--- config.mk ---
export PLATFORM = sky130hd
export DESIGN_NAME = trapezoid_feeder
export DESIGN_NICKNAME = d
export VERILOG_FILES = /design/src/rtl/trapezoid_feeder.sv
export SDC_FILE = /design/constraint.sdc
export NUM_CORES = 1
export LEC_CHECK = 0
export ABC_AREA = 1
export CAP_MARGIN = 5
export CELL_PAD_IN_SITES_DETAIL_PLACEMENT = 0
export CELL_PAD_IN_SITES_GLOBAL_PLACEMENT = 1
export CORE_MARGIN = 3
export CORE_UTILIZATION = 43
export CTS_CLUSTER_DIAMETER = 80
export CTS_CLUSTER_SIZE = 10
export DETAILED_ROUTE_END_ITERATION = 12
export GPL_TIMING_DRIVEN = 0
export MAX_ROUTING_LAYER = met4
export PLACE_DENSITY = 0.84
export SYNTH_ARGS = -nofsm -noshare
export SYNTH_HDL_FRONTEND = slang
export SYNTH_SLANG_ARGS = --single-unit
--- constraint.sdc ---
create_clock -name clk -period 4.65 [get_ports clk]
set_clock_uncertainty 0.2 [all_clocks]
set_input_delay 0.93 -clock clk [delete_from_list [all_inputs] [get_ports clk]]
set_output_delay 0.93 -clock clk [all_outputs]
set_load 0.05 [all_outputs]
--- src/rtl/trapezoid_feeder.sv ---
// Host-side feeder for the trapezoid engine: buffers descriptors, drives the nt/xi/yi
// load sequence, then counts po strobes until busy drops or the watchdog expires.
module trapezoid_feeder #(
   parameter int CNT_W      = 16,
   parameter int FIFO_DEPTH = 2,
   parameter int TIMEOUT    = 65535
) (
   input  logic             clk,
   input  logic             reset,
   input  logic             desc_valid,
   output logic             desc_ready,
   input  logic [7:0]       desc_xul,
   input  logic [7:0]       desc_xur,
   input  logic [7:0]       desc_xdl,
   input  logic [7:0]       desc_xdr,
   input  logic [7:0]       desc_yu,
   input  logic [7:0]       desc_yd,
   output logic             nt,
   output logic [7:0]       xi,
   output logic [7:0]       yi,
   input  logic             busy_in,
   input  logic             po_in,
   output logic [CNT_W-1:0] pix_count,
   output logic             done,
   output logic             timeout
);

   localparam int PTR_W = $clog2(FIFO_DEPTH);
   localparam int WD_W  = $clog2(TIMEOUT + 1);
   localparam logic [PTR_W:0]   FULL    = (PTR_W + 1)'(FIFO_DEPTH);
   localparam logic [PTR_W:0]   CNT_ONE = (PTR_W + 1)'(1);
   localparam logic [PTR_W-1:0] PTR_ONE = PTR_W'(1);
   localparam logic [WD_W-1:0]  WD_LAST = WD_W'(TIMEOUT - 1);
   localparam logic [WD_W-1:0]  WD_ONE  = WD_W'(1);
   localparam logic [CNT_W-1:0] PIX_ONE = CNT_W'(1);

   typedef enum logic [2:0] {IDLE, L0, L1, L2, L3, WAIT, REPORT} state_t;

   state_t           state, next_state;
   logic [47:0]      mem [FIFO_DEPTH];
   logic [PTR_W-1:0] wr_ptr, rd_ptr;
   logic [PTR_W:0]   count, count_next;
   logic             push, pop;
   logic [47:0]      head;
   logic [7:0]       w_xur, w_xdl, w_xdr, w_yd;
   logic [CNT_W-1:0] cnt, cnt_next;
   logic [WD_W-1:0]  wd;
   logic             finish_ok, wd_fire;

   assign push = desc_valid && desc_ready;
   assign pop  = (state == IDLE) && (count != '0) && !busy_in;
   // Head layout: {xul, xur, xdl, xdr, yu, yd}
   assign head = mem[rd_ptr];

   always_comb begin
      count_next = count;
      case ({push, pop})
         2'b10:   count_next = count + CNT_ONE;
         2'b01:   count_next = count - CNT_ONE;
         default: count_next = count;
      endcase
   end

   always_ff @(posedge clk) begin
      if (push) mem[wr_ptr] <= {desc_xul, desc_xur, desc_xdl, desc_xdr, desc_yu, desc_yd};
   end

   always_ff @(posedge clk) begin
      if (reset) begin
         wr_ptr     <= '0;
         rd_ptr     <= '0;
         count      <= '0;
         desc_ready <= 1'b1;
      end else begin
         if (push) wr_ptr <= wr_ptr + PTR_ONE;
         if (pop)  rd_ptr <= rd_ptr + PTR_ONE;
         count      <= count_next;
         desc_ready <= (count_next != FULL);
      end
   end

   always_ff @(posedge clk) begin
      if (reset) state <= IDLE;
      else       state <= next_state;
   end

   always_comb begin
      next_state = state;
      finish_ok  = 1'b0;
      wd_fire    = 1'b0;
      case (state)
         IDLE:   if (pop) next_state = L0;
         L0:     next_state = L1;
         L1:     next_state = L2;
         L2:     next_state = L3;
         L3:     next_state = WAIT;
         WAIT: begin
            // Engine completion wins over a watchdog expiring in the same cycle.
            if (!busy_in) begin
               next_state = REPORT;
               finish_ok  = 1'b1;
            end else if (wd == WD_LAST) begin
               next_state = REPORT;
               wd_fire    = 1'b1;
            end
         end
         REPORT: next_state = IDLE;
         default: next_state = IDLE;
      endcase
   end

   always_comb begin
      cnt_next = cnt;
      if (pop)
         cnt_next = '0;
      else if (po_in && (state inside {L1, L2, L3, WAIT}) && (cnt != '1))
         cnt_next = cnt + PIX_ONE;
   end

   // Outputs are registered from next_state so they line up with the state's own cycle.
   always_ff @(posedge clk) begin
      if (reset) begin
         cnt       <= '0;
         wd        <= '0;
         pix_count <= '0;
         done      <= 1'b0;
         timeout   <= 1'b0;
         nt        <= 1'b0;
         xi        <= '0;
         yi        <= '0;
         w_xur     <= '0;
         w_xdl     <= '0;
         w_xdr     <= '0;
         w_yd      <= '0;
      end else begin
         cnt     <= cnt_next;
         wd      <= (state == WAIT) ? wd + WD_ONE : '0;
         done    <= finish_ok;
         timeout <= wd_fire;
         if (finish_ok || wd_fire) pix_count <= cnt_next;
         if (pop) begin
            w_xur <= head[39:32];
            w_xdl <= head[31:24];
            w_xdr <= head[23:16];
            w_yd  <= head[7:0];
         end
         nt <= (next_state == L0);
         case (next_state)
            L0: begin
               xi <= head[47:40];
               yi <= head[15:8];
            end
            L1: begin
               xi <= w_xur;
               yi <= '0;
            end
            L2: begin
               xi <= w_xdl;
               yi <= w_yd;
            end
            L3: begin
               xi <= w_xdr;
               yi <= '0;
            end
            default: begin
               xi <= '0;
               yi <= '0;
            end
         endcase
      end
   end

endmodule
==> impl_metrics.ini <==
[yosys]
synth_cells = 825
yosysWarnings = 0
synth_area_um2 = 8040
synth_nets = 882
postSynthAreaPerCell_um2 = 9.74
seq_area_frac_synth_pct = 62.8
ys_seq_elements = 204
synth_cell_types = 41

[timing]
setup_viol = 0
fin_ws_ns = 1.55
fin_crit_sh_pct = 66.7
rsz0062_at_grt = no
tightest_slew_ns = 0.930
fmax_ghz = 0.323
fin_crit_ns = 3.10
drv_slew = 0
slew-limit-headroom_pct = 37.9
final_hold_viol_count = 0

[final_layout]
final_cell_mix = 212 x nand2_1, 108 x dfxtp_1, 96 x edfxtp_1
final_layout_size_suffix_gt1_share_pct = 9.13
antenna_cells = 0
stdcell_count = 1182
syn_to_final_growth_pct = 23.8
nFillCells = 1596
finalNetCount = 997
final_common_cell = nand2_1

[pwr]
intPower_uw = 3470
p_leak_uw = 0.00368
seqPwrFrac_pct = 46.1
clkPwrFrac_pct = 33.1
irDropWorstVdd_v = 0.000324
p_sw_share_pct = 30.4
finalPower_uw = 4990
pwr-share-comb_pct = 20.8
power-per-cell-area_nw_per_um2 = 501
switching_power_uw = 1520

[routing]
drt_pre_antenna_iters = 4
vias = 5854
drt_iter0_markers = 392
routed_wirelength_um = 17700
wire_per_inst_um = 15.0
drc_errors = 0
avgViaCountPerCell = 4.95
ant_nets = 0

[clock_tree]
worst_skew_pair.late_latency_ns = 0.52
cts_tree = yes
clockBufferDepth = 3
hold_buffers = 0
cts_resized = 0
cts_setup_buffers = 0
cts_max_level = 1
cts-buffers-inserted = 24
root_buffer = clkbuf_16
cts.clk_slew.worst_paths_ns = 0.06
clock_sinks = 204

[worst_setup_path]
worstReg2RegStart = state[0]
worstPathMaxFanout = 10
cp_slowest_stage_delay_ns = 0.51
reg2reg_to = desc_ready
worst_setup_path_end_kind = register
arrival_ns = 3.31
crit_type = input pin to register
r2r_setup_slack_ns = 2.06
rr_worst_depth = 10
cp-startpoint = busy_in
critical_path_required_ns = 4.86
slowest_stage = clkdlybuf4s50_1
setup.worst_path.end = desc_ready
crit_chain = clkdlybuf4s50_1 -> nor2_1 -> nand2_2 -> inv_2 -> buf_2 -> buf_2 -> ha_1 -> nor3b_1 -> o21ai_0 -> a21oi_1 -> nand2_1
critPathLaunchType = input pin
crit_top_cell = buf_2

[grt]
grt_pass1_vias = 5682
overflow = 0
grt_use_total_pct = 17.8
grt_pass1_wl_um = 28500
grt_max_degree = 29
grt_antenna_before_repair = 0

[place]
finalWeightedCongestion = 0.883
port_buffers = 87
dp_hpwl_um = 12400
dpl_worst_slack_ns = 1.00
place_inst = 1143

[min_path]
hold_class = register to register

[floorplan]
io_pins = 89
die_w_um = 143
die-area_um2 = 20400
fp.dieH_um = 143
row_count = 49
coreArea_um2 = 18100
start_util_pct = 44.3

[run_status]
status = finished, final reports clean

[job]
cap_viol_max_count = 0
cells by family (layout without fill, tap and decap cells):
group                    after synthesis  in the layout  share of synthesized area (%)
flip-flops                           204            204                           62.8
AO/OA/AOI/OAI                        154            154                           10.7
AND/OR/NAND/NOR                      338            338                           18.3
buffers and inverters                108            236                           5.70
adder cells (fa/ha/maj)                4              4                          0.623
XOR/XNOR                               9              9                          0.981
multiplexers                           8              8                          0.996
power groups by stage:
stage	combinational [uW]	clock [uW]	sequential, uW
floorplan	569	0	2410
global route	1150	1770	2320
finish	1040	1650	2300
CTS	1050	1690	2300
global placement	999	0	2340
detailed placement	1050	0	2330
flip-flops by register name, summed over array words and instances (netlist names), named ones only:
| name | flops |
|---|---|
| mem | 96 |
| cnt | 16 |
| pix_count | 16 |
| wd | 16 |
| w_xdl | 8 |
| w_xdr | 8 |
| w_xur | 8 |
| w_yd | 8 |
| xi | 8 |
| yi | 8 |
| state | 3 |
| count | 2 |
| desc_ready | 1 |
| done | 1 |
| nt | 1 |
| rd_ptr | 1 |
| timeout | 1 |
| wr_ptr | 1 |
final cells by class:
type                    instances  area, um2  area share [%]
well taps                     229        287            2.88
repair buffers                 89        926            9.30
inverters                      72        274            2.75
flip-flops and latches        204       5040            50.7
plain buffers                  36        184            1.85
multi-input cells             513       2550            25.6
clock inverters                 2       38.8           0.390
clock buffers                  37        649            6.52
worst min path at each step:
stage,start,endpoint,slack (ns),cells past startpoint
4_1_cts,wd[14],wd[14],0.28,2
3_3_place_gp,wd[14],wd[14],0.26,2
3_5_place_dp,wd[14],wd[14],0.27,2
5_1_grt,wd[3],wd[3],0.31,2
2_1_floorplan,count[1],count[1],0.24,1
6_report,wd[14],wd[14],0.27,2
cells in the mapped netlist:
master,number,area [um2]
nand2_1,212,796
dfxtp_1,108,2160
edfxtp_1,96,2880
o21ai_0,80,400
inv_1,65,244
nor2_1,56,210
a31oi_1,35,219
nand3_1,23,115
a21oi_1,20,100
clkbuf_1,17,63.8
nand4_1,17,106
buf_2,11,55.1
a21oi_2,9,78.8
or2_2,9,56.3
mux2i_1,8,80.1
xor2_1,7,61.3
o21ai_1,6,30.0
nand2_2,5,31.3
buf_6,4,45.0
ha_1,4,50.1
inv_2,4,15.0
nor2_4,4,45.0
nor3_1,3,15.0
buf_1,2,7.51
nand3b_1,2,15.0
o21a_1,2,15.0
xnor2_1,2,17.5
buf_4,1,7.51
clkbuf_2,1,5.00
clkinv_1,1,3.75
clkinv_2,1,5.00
inv_4,1,6.26
nand2_4,1,11.3
nand3_2,1,10.0
nand3_4,1,17.5
nor2_2,1,6.26
nor3_2,1,10.0
nor3_4,1,16.3
nor3b_1,1,7.51
o21ai_2,1,8.76
o22ai_1,1,6.26
layer usage:
layer | up-vias | track usage [%] | share of wire [%]
li1 | 3000 | - | -
met1 | 2702 | 23.2 | 45
met2 | 127 | 29.3 | 48
met3 | 25 | 3.28 | 4.9
met4 | 0 | 4.00 | 1.8
met5 | - | - | 0
worst max-delay path: cells and delay by family:
kind | cells | cell delay, ns
and+or+nand+nor | 4 | 0.66
adders and majority gates | 1 | 0.30
AOI/OAI and AO/OA | 2 | 0.32
buffers and inverters | 4 | 1.10
stage by stage:
stage | TNS, ns | hold slack (ns) | util, % | instance area, um2
finish | 0 | 0.273 | 54.9 | 9950
global route | 0 | 0.305 | 54.9 | 9950
CTS | 0 | 0.278 | 54.9 | 9950
detailed placement | 0 | 0.270 | 51.1 | 9270
global placement | -68.83 | 0.260 | 50.7 | 9200
floorplan | 0 | 0.240 | - | 8040
Note: power is estimated with default switching activity, not from simulation.
==> edit 1 (same flow settings) <==
The parameter `CNT_W` goes from 16 to 18.
--- a/src/rtl/trapezoid_feeder.sv
+++ b/src/rtl/trapezoid_feeder.sv
@@ -3,3 +3,3 @@
 module trapezoid_feeder #(
-   parameter int CNT_W      = 16,
+   parameter int CNT_W      = 18,
    parameter int FIFO_DEPTH = 2,
Ports: changed (resized pix_count); port bits go from 89 to 91. The function was not compared with the original's and may differ.
==> edit 1 against the unedited design <==
Worst hold slack got worse by 0.0079 ns. Synthesized cell count rose by 1.5%. Critical path depth fell by 1. Wire length rose by 3.3%. Total power rose by 0.27%. Design area rose by 0.93%. Sequential cell count rose by 4. Area after synthesis rose by 0.95%. Worst setup slack got worse by 0.16 ns. Largest power group unchanged.
==> edit 1: results (changes against the unedited design) <==
[status]
status=completed

[synth]
yosys-top-cells-area=edfxtp_1, dfxtp_1, nand2_1
yosys.cell_types.count=37  ; -9.8%
synth_nets=894  ; +1.4%
yosysSeqAreaShare=0.632  ; +0.00397

[cells_and_area]
nets=1011  ; +1.4%
fill_cells=1661  ; +4.1%

[place]
dpl.hpwl_um=12900  ; +3.6%
gp_congestion=0.886  ; +0.29%
io_buffer_count=89  ; +2.3%

[setup_path]
reg2reg_slack_ns=1.89  ; -0.17 ns
cp.arrival_ns=3.46  ; +0.15 ns
ff2ff_path_depth=10  ; unchanged
r2r_start=count[0]

[global_route]
grt_pass1_wl_um=29900  ; +5.0%
antenna_found_initial=1  ; +1
grt_max_degree=26  ; -10%

[power_and_ir_drop]
peakVddDrop_mv=0.396  ; +22%
intPower_mw=3.49  ; +0.61%

[timing]
hold_ws_ns=0.265  ; -0.00793 ns
finalCriticalPeriod_ns=3.26  ; +0.157 ns

[drt]
firstDrtPassIters=5  ; +1
vias=5983  ; +2.2%
routed_wl_um=18300  ; +3.3%

[hold_path]
worstHoldPathCells=1  ; -1
min_from=rd_ptr

==> edit 1: power by group through the flow <==
| stage | sequential (mW) | combinational [mW] | clock, mW |
|---|---|---|---|
| after floorplan | 2.44 | 0.551 | 0 |
| after global placement | 2.37 | 0.975 | 0 |
| after detailed placement | 2.36 | 1.01 | 0 |
| after CTS | 2.33 | 1.02 | 1.71 |
| after global routing | 2.35 | 1.12 | 1.79 |
| final | 2.33 | 1.00 | 1.67 |
==> edit 1: layer usage <==
metal  GRT usage  wire, um  vias to the layer above
met5           -         0                        -
met4      0.0382       317                        0
met3      0.0326       792                       24
met2       0.304      8900                      119
met1       0.244      8280                     2792
li1            -         -                     3048
==> edit 1: layout make-up <==
class | count | area [sq um] | share of cell area
Multi-Input combinational cell | 531 | 2610 | 0.260
Buffer | 34 | 158 | 0.0157
Clock inverter | 1 | 30.0 | 0.00299
Timing Repair Buffer | 91 | 931 | 0.0927
Inverter | 64 | 240 | 0.0239
Clock buffer | 39 | 667 | 0.0664
Tap cell | 229 | 287 | 0.0285
Sequential cell | 208 | 5120 | 0.510
Antenna cell | 1 | 2.50 | 0.000249
==> edit 1: logic make-up (layout without fill, tap and decap cells) <==
group,count (synthesis),after routing,synth area share
simple gates,362,362,0.187
flops,208,208,0.632
compound gates,149,149,0.109
buf+inv,98,229,0.0490
xor+xnor,16,16,0.0173
fa+ha+maj,4,4,0.00617
other cells,0,1,0
==> edit 1: worst max-delay path: stages <==
cell	delay (ns)
clkdlybuf4s50_1	0.45
nor3_1	0.20
nand2_1	0.23
inv_2	0.23
clkbuf_1	0.40
ha_1	0.35
nor3b_1	0.31
o21ai_0	0.13
a21oi_1	0.16
nand2_1	0.07
==> edit 1: worst max path at each step <==
stage / start / to / slack, ns
6_report: busy_in / desc_ready / 1.39
2_1_floorplan: desc_valid / mem[1][0] / 0.91
3_5_place_dp: busy_in / desc_ready / 0.87
5_1_grt: busy_in / desc_ready / 1.15
4_1_cts: busy_in / desc_ready / 1.38
3_3_place_gp: desc_valid / mem[1][4] / -0.83
==> edit 1: metrics by stage <==
step	total power [mW]	setup slack [ns]	TNS [ns]	instances	cell area [sq um]
6_report	5.00	1.39	0	1198	10000
2_1_floorplan	2.99	0.906	0	837	8120
3_3_place_gp	3.35	-0.827	-77.50	1155	9290
3_5_place_dp	3.38	0.871	0	1157	9350
5_1_grt	5.25	1.15	0	1198	10000
4_1_cts	5.06	1.38	0	1197	10000
==> edit 2 (same settings) <==
Made on the original files. Make the reset (`reset`) asynchronous in 3 clocked blocks.
--- a/src/rtl/trapezoid_feeder.sv
+++ b/src/rtl/trapezoid_feeder.sv
@@ -67,3 +67,3 @@
 
-   always_ff @(posedge clk) begin
+   always_ff @(posedge clk or posedge reset) begin
       if (reset) begin
@@ -81,3 +81,3 @@
 
-   always_ff @(posedge clk) begin
+   always_ff @(posedge clk or posedge reset) begin
       if (reset) state <= IDLE;
@@ -120,3 +120,3 @@
    // Outputs are registered from next_state so they line up with the state's own cycle.
-   always_ff @(posedge clk) begin
+   always_ff @(posedge clk or posedge reset) begin
       if (reset) begin
Formal check against the unedited RTL: differs if reset is asserted again (counterexample within 4 cycles, from zero or initial values and one cycle with reset high); with reset held inactive, the same outputs for 10 cycles.
==> edit 2 against the unedited design <==
Count of clock-buffer cells in the layout grew 4. Critical path depth shrank 10. Wire length grew 1.3%. Worst setup slack gained 0.10 ns. Sequential power grew 13%. Worst hold slack gained 0.0018 ns. Area after synthesis grew 2.5%. Utilization shrank 0.49 points. Sequential cell count shrank 1. Design area grew 2.5%. Total power grew 24%. Critical endpoint is now desc_ready. Largest power group unchanged.
==> edit 2: results (changes against the unedited design) <==
[synth]
synth-adder-area-share=0.00607  ; -0.000153
yosys.cell_types.count=37  ; -9.8%
synth.mux.area_fraction=0  ; -0.00996
synth_xor_area_frac=0.0117  ; +0.00188
yosys-top-cells-area=edfxtp_1, dfrtp_1, nand2_1
synth_flop_cell=dfrtp_1
async_flop_share=0.527  ; +0.527
synth_compound_area_frac=0.0674  ; -0.0394
synth_nets=835  ; -5.3%
ys_warn_count=0  ; unchanged
postSynthCellCount=778  ; -5.7%
yosysSeqAreaShare=0.675  ; +0.0473
synth_top_cells_by_count=nand2_1, dfrtp_1, edfxtp_1

[power_and_ir_drop]
peakVddDrop_mv=0.354  ; +9.2%
p_leak_nw=4.26  ; +16%
switching_power_mw=2.22  ; +46%

[place]
dpl.hpwl_um=12100  ; -2.7%
io_buffer_count=88  ; +1.1%
gp_congestion=0.812  ; -8.1%
place_area_sq_mm=0.00950  ; +2.5%

[drt]
viasPerCell=4.93  ; -0.42%
routed_wl_um=17900  ; +1.3%
drt_iter0_markers=398  ; +1.5%

[global_route]
grt_max_degree=70  ; +140%
grt_pass1_wl_um=29000  ; +1.8%
grt_pass1_vias=5664  ; -0.32%
grt_usage=0.181  ; +0.00229

[setup_path]
startpoint_type=flip-flop
path_max_fanout=2  ; -8
reg2reg_to=mem[0][47]
r2r_start=desc_ready
reg2reg_slack_ns=2.38  ; +0.32 ns
slowest_delay_ns=0.80  ; +0.29 ns
cp.arrival_ns=1.87  ; -1.44 ns

[timing]
tightest_slew_ns=0.806  ; -0.124 ns
hold_ws_ns=0.275  ; +0.00185 ns

[hold_path]
whs_endpoint=pix_count[14]
min_from=pix_count[14]

[cells_and_area]
final_layout_size_suffix_gt1_frac=0.0789  ; -0.0123
nets=952  ; -4.5%
fill_cells=1669  ; +4.6%

[clocking]
htree_levels=1  ; unchanged

[status]
status=completed

-- edit 2: how the worst max path moves through the flow --
stage                             to  slack (ns)  cells past startpoint
after floorplan               cnt[0]        0.70                      1
after global placement      w_xur[2]       -1.07                      2
after detailed placement  desc_ready        1.45                     10
after CTS                 desc_ready        1.63                      1
after global routing      desc_ready        1.60                      1
final                     desc_ready        1.65                      1
-- edit 2: area by class of cell --
class	instances	area share
Timing Repair Buffer	91	0.0929
Clock buffer	41	0.0651
Tap cell	234	0.0287
Sequential cell	203	0.545
Clock inverter	2	0.00380
Inverter	47	0.0178
Buffer	29	0.0143
Multi-Input combinational cell	499	0.232
-- edit 2: cells by family after synthesis --
kind of cell / count (synthesis)
AND/OR/NAND/NOR: 393
adder cells (fa/ha/maj): 4
XOR/XNOR: 11
flip-flops: 203
AO/OA/AOI/OAI: 91
buffers and inverters: 76
-- edit 2: metal layers --
metal | track usage | vias up | wire length [um]
li1 | - | 2840 | -
met1 | 0.242 | 2663 | 8090
met2 | 0.294 | 115 | 8630
met3 | 0.0281 | 34 | 809
met4 | 0.0432 | 0 | 403
met5 | - | - | 0
-- edit 2: power by group through the flow --
stage / clock (mW) / combinational (mW) / sequential (mW)
after floorplan: 0 / 0.961 / 2.94
after global placement: 0 / 1.87 / 2.65
after detailed placement: 0 / 1.94 / 2.64
after CTS: 1.72 / 1.95 / 2.61
after global routing: 1.80 / 2.13 / 2.66
final: 1.67 / 1.92 / 2.61
-- edit 2: metrics by stage --
stage | setup WS, ns | TNS (ns) | instances | total power, mW | utilization
after CTS | 1.63 | 0 | 1146 | 6.29 | 0.544
final | 1.65 | 0 | 1146 | 6.21 | 0.544
after global placement | -1.07 | -185.99 | 1100 | 4.52 | 0.502
after floorplan | 0.704 | 0 | 778 | 3.90 | -
after global routing | 1.60 | 0 | 1146 | 6.59 | 0.544
after detailed placement | 1.45 | 0 | 1103 | 4.59 | 0.506
